### config.mk
export PLATFORM = sky130hd
export DESIGN_NAME = note_sequencer
export DESIGN_NICKNAME = d
export VERILOG_FILES = /design/src/rtl/seq_pkg.sv /design/src/rtl/note_fifo.sv /design/src/rtl/note_sequencer.sv
export SDC_FILE = /design/constraint.sdc
export NUM_CORES = 1
export LEC_CHECK = 0
export BUFFER_PORTS_ARGS = -buffer_cell sky130_fd_sc_hd__buf_2
export CORE_MARGIN = 5
export CORE_UTILIZATION = 55
export CTS_CLUSTER_SIZE = 10
export DETAILED_ROUTE_END_ITERATION = 10
export PLACE_DENSITY_LB_ADDON = 0.15
export SLEW_MARGIN = 20
export SYNTH_ARGS = -nofsm -noshare
export SYNTH_HDL_FRONTEND = slang
export SYNTH_SLANG_ARGS = --single-unit
### constraint.sdc
create_clock -name clk -period 3.1 [get_ports clk]
set_clock_uncertainty 0.05 [all_clocks]
set_input_delay 0.62 -clock clk [delete_from_list [all_inputs] [get_ports clk]]
set_output_delay 0.62 -clock clk [all_outputs]
set_load 0.02 [all_outputs]
### src/rtl/seq_pkg.sv
// -----------------------------------------------------------------------------
// seq_pkg
// Shared definitions for the note sequencer: FSM state encoding, the special
// note codes carried in the upper six bits of a tape byte, and the mapping from
// the 2-bit length code to a number of beat units.
// -----------------------------------------------------------------------------
package seq_pkg;

    typedef enum logic [1:0] {
        IDLE  = 2'd0,
        FETCH = 2'd1,
        HOLD  = 2'd2,
        GAP   = 2'd3
    } seq_state_e;

    localparam logic [5:0] NOTE_REST = 6'd0;
    localparam logic [5:0] NOTE_END  = 6'd63;

    // Length code -> beat units: 00=1, 01=2, 10=4, 11=8.
    function automatic logic [3:0] len_units(input logic [1:0] code);
        logic [3:0] units;
        case (code)
            2'b00:   units = 4'd1;
            2'b01:   units = 4'd2;
            2'b10:   units = 4'd4;
            default: units = 4'd8;
        endcase
        return units;
    endfunction

endpackage

### src/rtl/note_fifo.sv
// -----------------------------------------------------------------------------
// note_fifo
// Synchronous show-ahead FIFO. dout always presents the head entry; pop
// advances past it. A push while full is accepted only when a pop happens in
// the same cycle. clr empties the FIFO and discards any same-cycle push.
//
// Ports:
//   clk, rst  : clock, synchronous active-high reset
//   clr       : synchronous flush
//   push, din : write request and data
//   pop       : read request (ignored when empty)
//   dout      : head entry (valid when !empty)
//   full      : count == DEPTH
//   empty     : count == 0
//   count     : number of occupied entries
// -----------------------------------------------------------------------------
module note_fifo #(
    parameter int DEPTH = 8,
    parameter int WIDTH = 8
) (
    input  logic                     clk,
    input  logic                     rst,
    input  logic                     clr,
    input  logic                     push,
    input  logic                     pop,
    input  logic [WIDTH-1:0]         din,
    output logic [WIDTH-1:0]         dout,
    output logic                     full,
    output logic                     empty,
    output logic [$clog2(DEPTH):0]   count
);

    localparam int PTR_W = $clog2(DEPTH);
    localparam int CNT_W = PTR_W + 1;

    logic [WIDTH-1:0] mem_q [DEPTH];
    logic [PTR_W-1:0] wr_ptr_q;
    logic [PTR_W-1:0] rd_ptr_q;
    logic [CNT_W-1:0] count_q;

    logic do_pop;
    logic do_push;

    assign empty   = (count_q == '0);
    assign full    = (count_q == CNT_W'(DEPTH));
    assign do_pop  = pop && !empty;
    assign do_push = push && (!full || do_pop);
    assign dout    = mem_q[rd_ptr_q];
    assign count   = count_q;

    // DEPTH is a power of two, so the pointers wrap naturally.
    always_ff @(posedge clk) begin
        if (rst || clr) begin
            wr_ptr_q <= '0;
            rd_ptr_q <= '0;
            count_q  <= '0;
        end else begin
            if (do_push) begin
                mem_q[wr_ptr_q] <= din;
                wr_ptr_q        <= wr_ptr_q + 1'b1;
            end
            if (do_pop) begin
                rd_ptr_q <= rd_ptr_q + 1'b1;
            end
            case ({do_push, do_pop})
                2'b10:   count_q <= count_q + 1'b1;
                2'b01:   count_q <= count_q - 1'b1;
                default: count_q <= count_q;
            endcase
        end
    end

endmodule

### src/rtl/note_sequencer.sv
// -----------------------------------------------------------------------------
// note_sequencer
// Buffers tape bytes and plays them back one at a time. Each byte holds a
// note for units*BEAT_CYCLES cycles, the last GAP_CYCLES of which are silent,
// plus one FETCH cycle to pop the next entry.
//
// Input handshake: data_change is a one-cycle strobe with no back-pressure;
// data_in is captured on the same clock edge. A byte that finds the FIFO full
// (and no pop in that cycle) is dropped and sets the sticky overflow flag.
//
// Ports:
//   clk, rst     : clock, synchronous active-high reset
//   data_in      : tape byte, [7:2] note code, [1:0] length code
//   data_change  : byte strobe
//   play         : 1 = run, 0 = pause (timers freeze)
//   note         : note code to the tone generator, 0 = silent
//   note_valid   : a note is sounding
//   song_end     : one-cycle pulse after the end marker is consumed
//   overflow     : sticky, a byte was dropped
//   underrun     : one-cycle pulse when FETCH finds the FIFO empty while playing
//   fifo_count   : FIFO occupancy
//   state        : current FSM state (debug visibility)
// -----------------------------------------------------------------------------
module note_sequencer
    import seq_pkg::*;
#(
    parameter int FIFO_DEPTH  = 8,
    parameter int BEAT_CYCLES = 25000000,
    parameter int GAP_CYCLES  = 2500000
) (
    input  logic                          clk,
    input  logic                          rst,
    input  logic [7:0]                    data_in,
    input  logic                          data_change,
    input  logic                          play,
    output logic [5:0]                    note,
    output logic                          note_valid,
    output logic                          song_end,
    output logic                          overflow,
    output logic                          underrun,
    output logic [$clog2(FIFO_DEPTH):0]   fifo_count,
    output logic [1:0]                    state
);

    // Wide enough for the longest note (8 beats) without truncation.
    localparam int CNT_W = $clog2(8 * BEAT_CYCLES + 1);
    localparam logic [CNT_W-1:0] BEAT_W = CNT_W'(BEAT_CYCLES);
    localparam logic [CNT_W-1:0] GAP_W  = CNT_W'(GAP_CYCLES);
    localparam logic [CNT_W-1:0] ONE_W  = CNT_W'(1);

    seq_state_e        state_q;
    logic [CNT_W-1:0]  cnt_q;
    logic [5:0]        note_lat_q;
    logic [5:0]        note_q;
    logic              note_valid_q;
    logic              song_end_q;
    logic              overflow_q;
    logic              underrun_q;
    logic              underrun_seen_q;

    logic [7:0]        head;
    logic              fifo_full;
    logic              fifo_empty;
    logic              pop_w;
    logic              end_hit;
    logic [5:0]        head_note;
    logic [CNT_W-1:0]  hold_load;

    assign head_note = head[7:2];
    assign pop_w     = (state_q == FETCH) && play && !fifo_empty;
    assign end_hit   = pop_w && (head_note == NOTE_END);
    // The gap is carved out of the note's own duration.
    assign hold_load = CNT_W'(len_units(head[1:0])) * BEAT_W - GAP_W;

    note_fifo #(
        .DEPTH (FIFO_DEPTH),
        .WIDTH (8)
    ) u_fifo (
        .clk   (clk),
        .rst   (rst),
        .clr   (end_hit),
        .push  (data_change),
        .pop   (pop_w),
        .din   (data_in),
        .dout  (head),
        .full  (fifo_full),
        .empty (fifo_empty),
        .count (fifo_count)
    );

    // Outputs are registered: a change of play shows on note/note_valid one
    // cycle later, while the counter freezes in the same cycle, so the total
    // number of sounding cycles per note is unaffected by a pause.
    always_ff @(posedge clk) begin
        if (rst) begin
            state_q         <= IDLE;
            cnt_q           <= '0;
            note_lat_q      <= NOTE_REST;
            note_q          <= NOTE_REST;
            note_valid_q    <= 1'b0;
            song_end_q      <= 1'b0;
            overflow_q      <= 1'b0;
            underrun_q      <= 1'b0;
            underrun_seen_q <= 1'b0;
        end else begin
            song_end_q <= 1'b0;
            underrun_q <= 1'b0;

            // A push into a full FIFO survives only if a pop makes room;
            // during a flush the pop is present so nothing is flagged.
            if (data_change && fifo_full && !pop_w) begin
                overflow_q <= 1'b1;
            end

            case (state_q)
                IDLE: begin
                    note_q          <= NOTE_REST;
                    note_valid_q    <= 1'b0;
                    underrun_seen_q <= 1'b0;
                    if (play && !fifo_empty) begin
                        state_q <= FETCH;
                    end
                end

                FETCH: begin
                    note_q       <= NOTE_REST;
                    note_valid_q <= 1'b0;
                    if (play) begin
                        if (fifo_empty) begin
                            // Report only once per visit to FETCH.
                            if (!underrun_seen_q) begin
                                underrun_q <= 1'b1;
                            end
                            underrun_seen_q <= 1'b1;
                        end else if (head_note == NOTE_END) begin
                            song_end_q      <= 1'b1;
                            underrun_seen_q <= 1'b0;
                            state_q         <= IDLE;
                        end else begin
                            note_lat_q      <= head_note;
                            cnt_q           <= hold_load;
                            note_q          <= head_note;
                            note_valid_q    <= (head_note != NOTE_REST);
                            underrun_seen_q <= 1'b0;
                            state_q         <= HOLD;
                        end
                    end
                end

                HOLD: begin
                    if (play) begin
                        if (cnt_q == ONE_W) begin
                            cnt_q        <= GAP_W;
                            note_q       <= NOTE_REST;
                            note_valid_q <= 1'b0;
                            state_q      <= GAP;
                        end else begin
                            cnt_q        <= cnt_q - ONE_W;
                            note_q       <= note_lat_q;
                            note_valid_q <= (note_lat_q != NOTE_REST);
                        end
                    end else begin
                        note_q       <= NOTE_REST;
                        note_valid_q <= 1'b0;
                    end
                end

                GAP: begin
                    note_q       <= NOTE_REST;
                    note_valid_q <= 1'b0;
                    if (play) begin
                        if (cnt_q == ONE_W) begin
                            state_q <= FETCH;
                        end else begin
                            cnt_q <= cnt_q - ONE_W;
                        end
                    end
                end

                default: state_q <= IDLE;
            endcase
        end
    end

    assign note       = note_q;
    assign note_valid = note_valid_q;
    assign song_end   = song_end_q;
    assign overflow   = overflow_q;
    assign underrun   = underrun_q;
    assign state      = state_q;

endmodule

==> metrics.md <==
| Metric | Value |
|---|---|
| Worst Setup Path Type | flip-flop to flip-flop |
| Reg power frac | 35.1% |
| # diodes | 0 |
| Clk pwr share | 31.7% |
| Sequential element share of the synthesized area | 51.1% |
| Static Leak | 2.68 nW |
| First-pass GRT wire length | 24200 um |
| Period utilization | 97.1% |
| Total number of vias | 4740 |
| Synth top area share | 31.5% |
| Final worst slack | 0.0892 ns |
| Post-Syn Instances | 550 |
| DR WL/cell | 19.5 um |
| Run status | finished, final reports clean |
| Core Area | 10800 um^2 |
| Final HPWL from detailed placement | 10400 um |
| Layout cell share with drive strength beyond 1 | 22.9% |
| Fin crit period | 3.01 ns |
| Startpoint types | flip-flop |
| Clock buffer depth | 2 |
| Synthesized cell area | 6110 um^2 |
| Distinct cell type count after synthesis | 72 |
| Die height | 115 um |
| CP endpoint kind | flip-flop |
| EDFF count, synth | 64 |
| Synthesized Nets | 587 |
| IO Port Bufs | 27 |
| Type of the most critical hold path | input port to flip-flop |
| H-tree Lvls | 4 |
| Root buf cell | clkbuf_8 |
| Area growth, synth to finish | 19.0% |
| Power per Cell Area | 818 nW/um^2 |
| Max_cap viols | 0 |
| Slowest-stage cell, CP | fa_1 |
| Hold path depth | 1 |
| Flip-flop and latch count after synthesis | 124 |
| Cells on worst reg2reg path | 10 |
| NetSw | 2.16 mW |
| Row Count | 38 |
| Area of the die | 13300 um^2 |
| Placed cell count | 725 |
| Clock transition at path regs | 0.06 ns |
| Hold path startpoint | data_in[2] |
| Top_reg_cell synth | edfxtp_1 |
| Ys async rst share | 0% |
| Hold Path End | u_fifo.mem_q[2][2]$_DFFE_PP_ |
| Pin count of the biggest net entering global routing | 26 |
| Hold buffer count at cts | 0 |
| Fillers | 815 |
| Peak supply drop | 0.607 mV |
| DR pass1 iterations | 5 |
| Starting Density | 56.4% |
| Gate power share | 33.2% |
| Global-route usage over all layers | 23.8% |
| CTS tree | done |
| ANT nets after route | 0 |
| Top fanout value on the critical path | 5 |
| Fmax | 332 MHz |
| Final Wtd Congestion | 0.852 |
| Reg2reg end | cnt_q[14]$_SDFFE_PP0P_ |
| Initial antenna violation count | 0 |
| Initial DRC count | 440 |
| Max-slew headroom | 44.9% |
| Vias/cell | 6.23 |
| Nets@finish | 645 |
| Fin. Hold Viols | 0 |
| Num CTS Buffers | 17 |
| YS warnings | 0 |
| Mean Syn Cell Area | 11.1 um^2 |
| Slew @ Worst Pin | 0.819 ns |
| DRC | 0 |
| CP peak stage delay | 0.57 ns |
| Largest area contributor in the netlist | edfxtp_1 |
| Reg-to-reg slack, setup | 0.09 ns |
| Die W | 115 um |
| Top post-synthesis cells by area | edfxtp_1 (31%), dfxtp_1 (20%), mux4_2 (5.9%) |
| CP Data Required Time | 3.48 ns |
| Internal power | 3.79 mW |
| Clk_lat worst skew | 0.52 ns |
| Vias in the first global route | 4655 |
| CTS sink cnt | 124 |
| Grt total ovfl | 0 |
| Finished Layout Cells | 761 |
| Final WL | 14800 um |
| Switching Share | 36.3% |
| Worst Path Arrival | 3.40 ns |
| Place WS | -0.129 ns |
| Unrepaired setup endpoints after global routing | yes |
| Max Slew Vio Count | 0 |
| Crit-path cells | mux4_2, mux2i_4, inv_1, ha_2, ha_1, nor2b_2, fa_1, xor2_1, a21oi_1, o31ai_1 |
| Ports | 28 |
| Setup-failing EPs final | 0 |
-- cells by family after synthesis --
family          after synthesis  share of synthesized area [%]
xor+xnor                     11                           1.58
flops                       124                           51.1
mux                          29                           8.52
buf+inv                      52                           3.60
fa+ha+maj                    25                           5.37
simple gates                182                           15.5
compound gates              127                           14.3
-- power groups by stage --
| stage | sequential, mW | combinational [mW] | clock [mW] |
|---|---|---|---|
| floorplan | 2.09 | 1.35 | 0 |
| global placement | 2.10 | 1.86 | 0 |
| detailed placement | 2.11 | 1.89 | 0 |
| CTS | 2.08 | 1.92 | 1.91 |
| global route | 2.11 | 2.15 | 1.99 |
| finish | 2.09 | 1.97 | 1.88 |
-- state kept, by name, summed over array words and instances, names as in the netlist, named ones only --
name and count:
song_end 1, u_fifo.count 4, u_fifo.rd_ptr_q 3, state 2, note 6, cnt_q 28, u_fifo.wr_ptr_q 3, note_lat_q 6
note_valid 1, overflow 1, u_fifo.mem_q 64, underrun_seen_q 1, underrun 1
-- layer usage --
layer	track usage [%]	wire length (um)	vias to the layer above
met5	0	0	-
met4	9.55	444	0
met3	7.32	885	37
met2	40.6	7660	169
met1	28.0	5860	2303
li1	-	-	2231
-- worst max-delay path, delay by kind of cell, from the launching register on --
kind,cells,cell delay [ns]
AO/OA/AOI/OAI,2,0.28
adder cells (fa/ha/maj),3,0.99
XOR/XNOR,1,0.18
AND/OR/NAND/NOR,1,0.15
buffers and inverters,1,0.12
multiplexers,2,0.77
flip-flops,1,0.39
-- how the worst max path moves through the flow --
stage	slack (ns)	from	cells after the start	to
2_1_floorplan	0.02	flip-flop	8	u_fifo.mem_q[4][0]$_DFFE_PP_
3_3_place_gp	0.004	flip-flop	8	u_fifo.mem_q[4][7]$_DFFE_PP_
3_5_place_dp	-0.13	flip-flop	8	u_fifo.mem_q[0][5]$_DFFE_PP_
4_1_cts	0.05	flip-flop	10	cnt_q[14]$_SDFFE_PP0P_
5_1_grt	-0.08	flip-flop	12	cnt_q[22]$_SDFFE_PP0P_
6_report	0.09	flip-flop	10	cnt_q[14]$_SDFFE_PP0P_
-- repair_timing --
action / 4_1_cts / 5_1_grt
pin swaps: 0 / 4
gates resized for setup: 3 / 10
endpoints found under the setup margin: 66 / 44
setup buffers: 0 / 4
-- synth_stat cells (5+ instances only) --
| cell | count |
|---|---|
| a211oi_1 | 5 |
| o21ai_0 | 9 |
| a21oi_1 | 37 |
| mux2i_1 | 9 |
| buf_2 | 5 |
| a22o_1 | 5 |
| nand4_1 | 6 |
| nor4_1 | 14 |
| nand2_1 | 28 |
| inv_1 | 21 |
| mux4_2 | 16 |
| ha_1 | 23 |
| o311ai_1 | 9 |
| nand2b_1 | 6 |
| dfxtp_1 | 60 |
| a31oi_1 | 6 |
| clkbuf_1 | 22 |
| and2_1 | 6 |
| nor2_1 | 54 |
| nor3_1 | 19 |
| o31ai_1 | 18 |
| edfxtp_1 | 64 |
| or3_1 | 6 |
| xor2_1 | 7 |
| nand3_1 | 18 |
| o211ai_1 | 5 |
-- placed cells by master (no fill, tap or decap), drive strengths merged, types with 7 or more instances in the layout --
master / instances
mux2i: 12
nand2: 28
clkbuf: 23
a21oi: 37
inv: 23
xor2: 7
dfxtp: 60
nor4: 17
edfxtp: 64
mux4: 16
nor2: 55
o31ai: 19
nor3: 19
nand3: 18
ha: 23
o311ai: 10
o21ai: 13
buf: 70
-- per-stage QoR --
| stage | setup TNS [ns] | hold WS [ns] | utilization, % | power, mW | instance area [um^2] |
|---|---|---|---|---|---|
| 3_3_place_gp | 0 | 0.363 | 61.1 | 3.97 | 6620 |
| 2_1_floorplan | 0 | 0.350 | - | 3.44 | 6150 |
| 5_1_grt | -0.357 | 0.323 | 67.0 | 6.26 | 7270 |
| 4_1_cts | 0 | 0.309 | 66.5 | 5.91 | 7210 |
| 6_report | 0 | 0.333 | 67.0 | 5.95 | 7270 |
| 3_5_place_dp | -4.63 | 0.377 | 61.1 | 4.01 | 6620 |
-- layout make-up --
cell class / instances / area [um^2] / area share, %
Clock buffer: 23 / 490 / 6.75
Clock inverter: 9 / 83.8 / 1.15
Inverter: 21 / 78.8 / 1.08
Multi-Input combinational cell: 374 / 2830 / 39.0
Sequential cell: 124 / 3130 / 43.0
Tap cell: 140 / 175 / 2.41
Timing Repair Buffer: 70 / 482 / 6.63
Note: power is estimated with default switching activity, not from simulation.
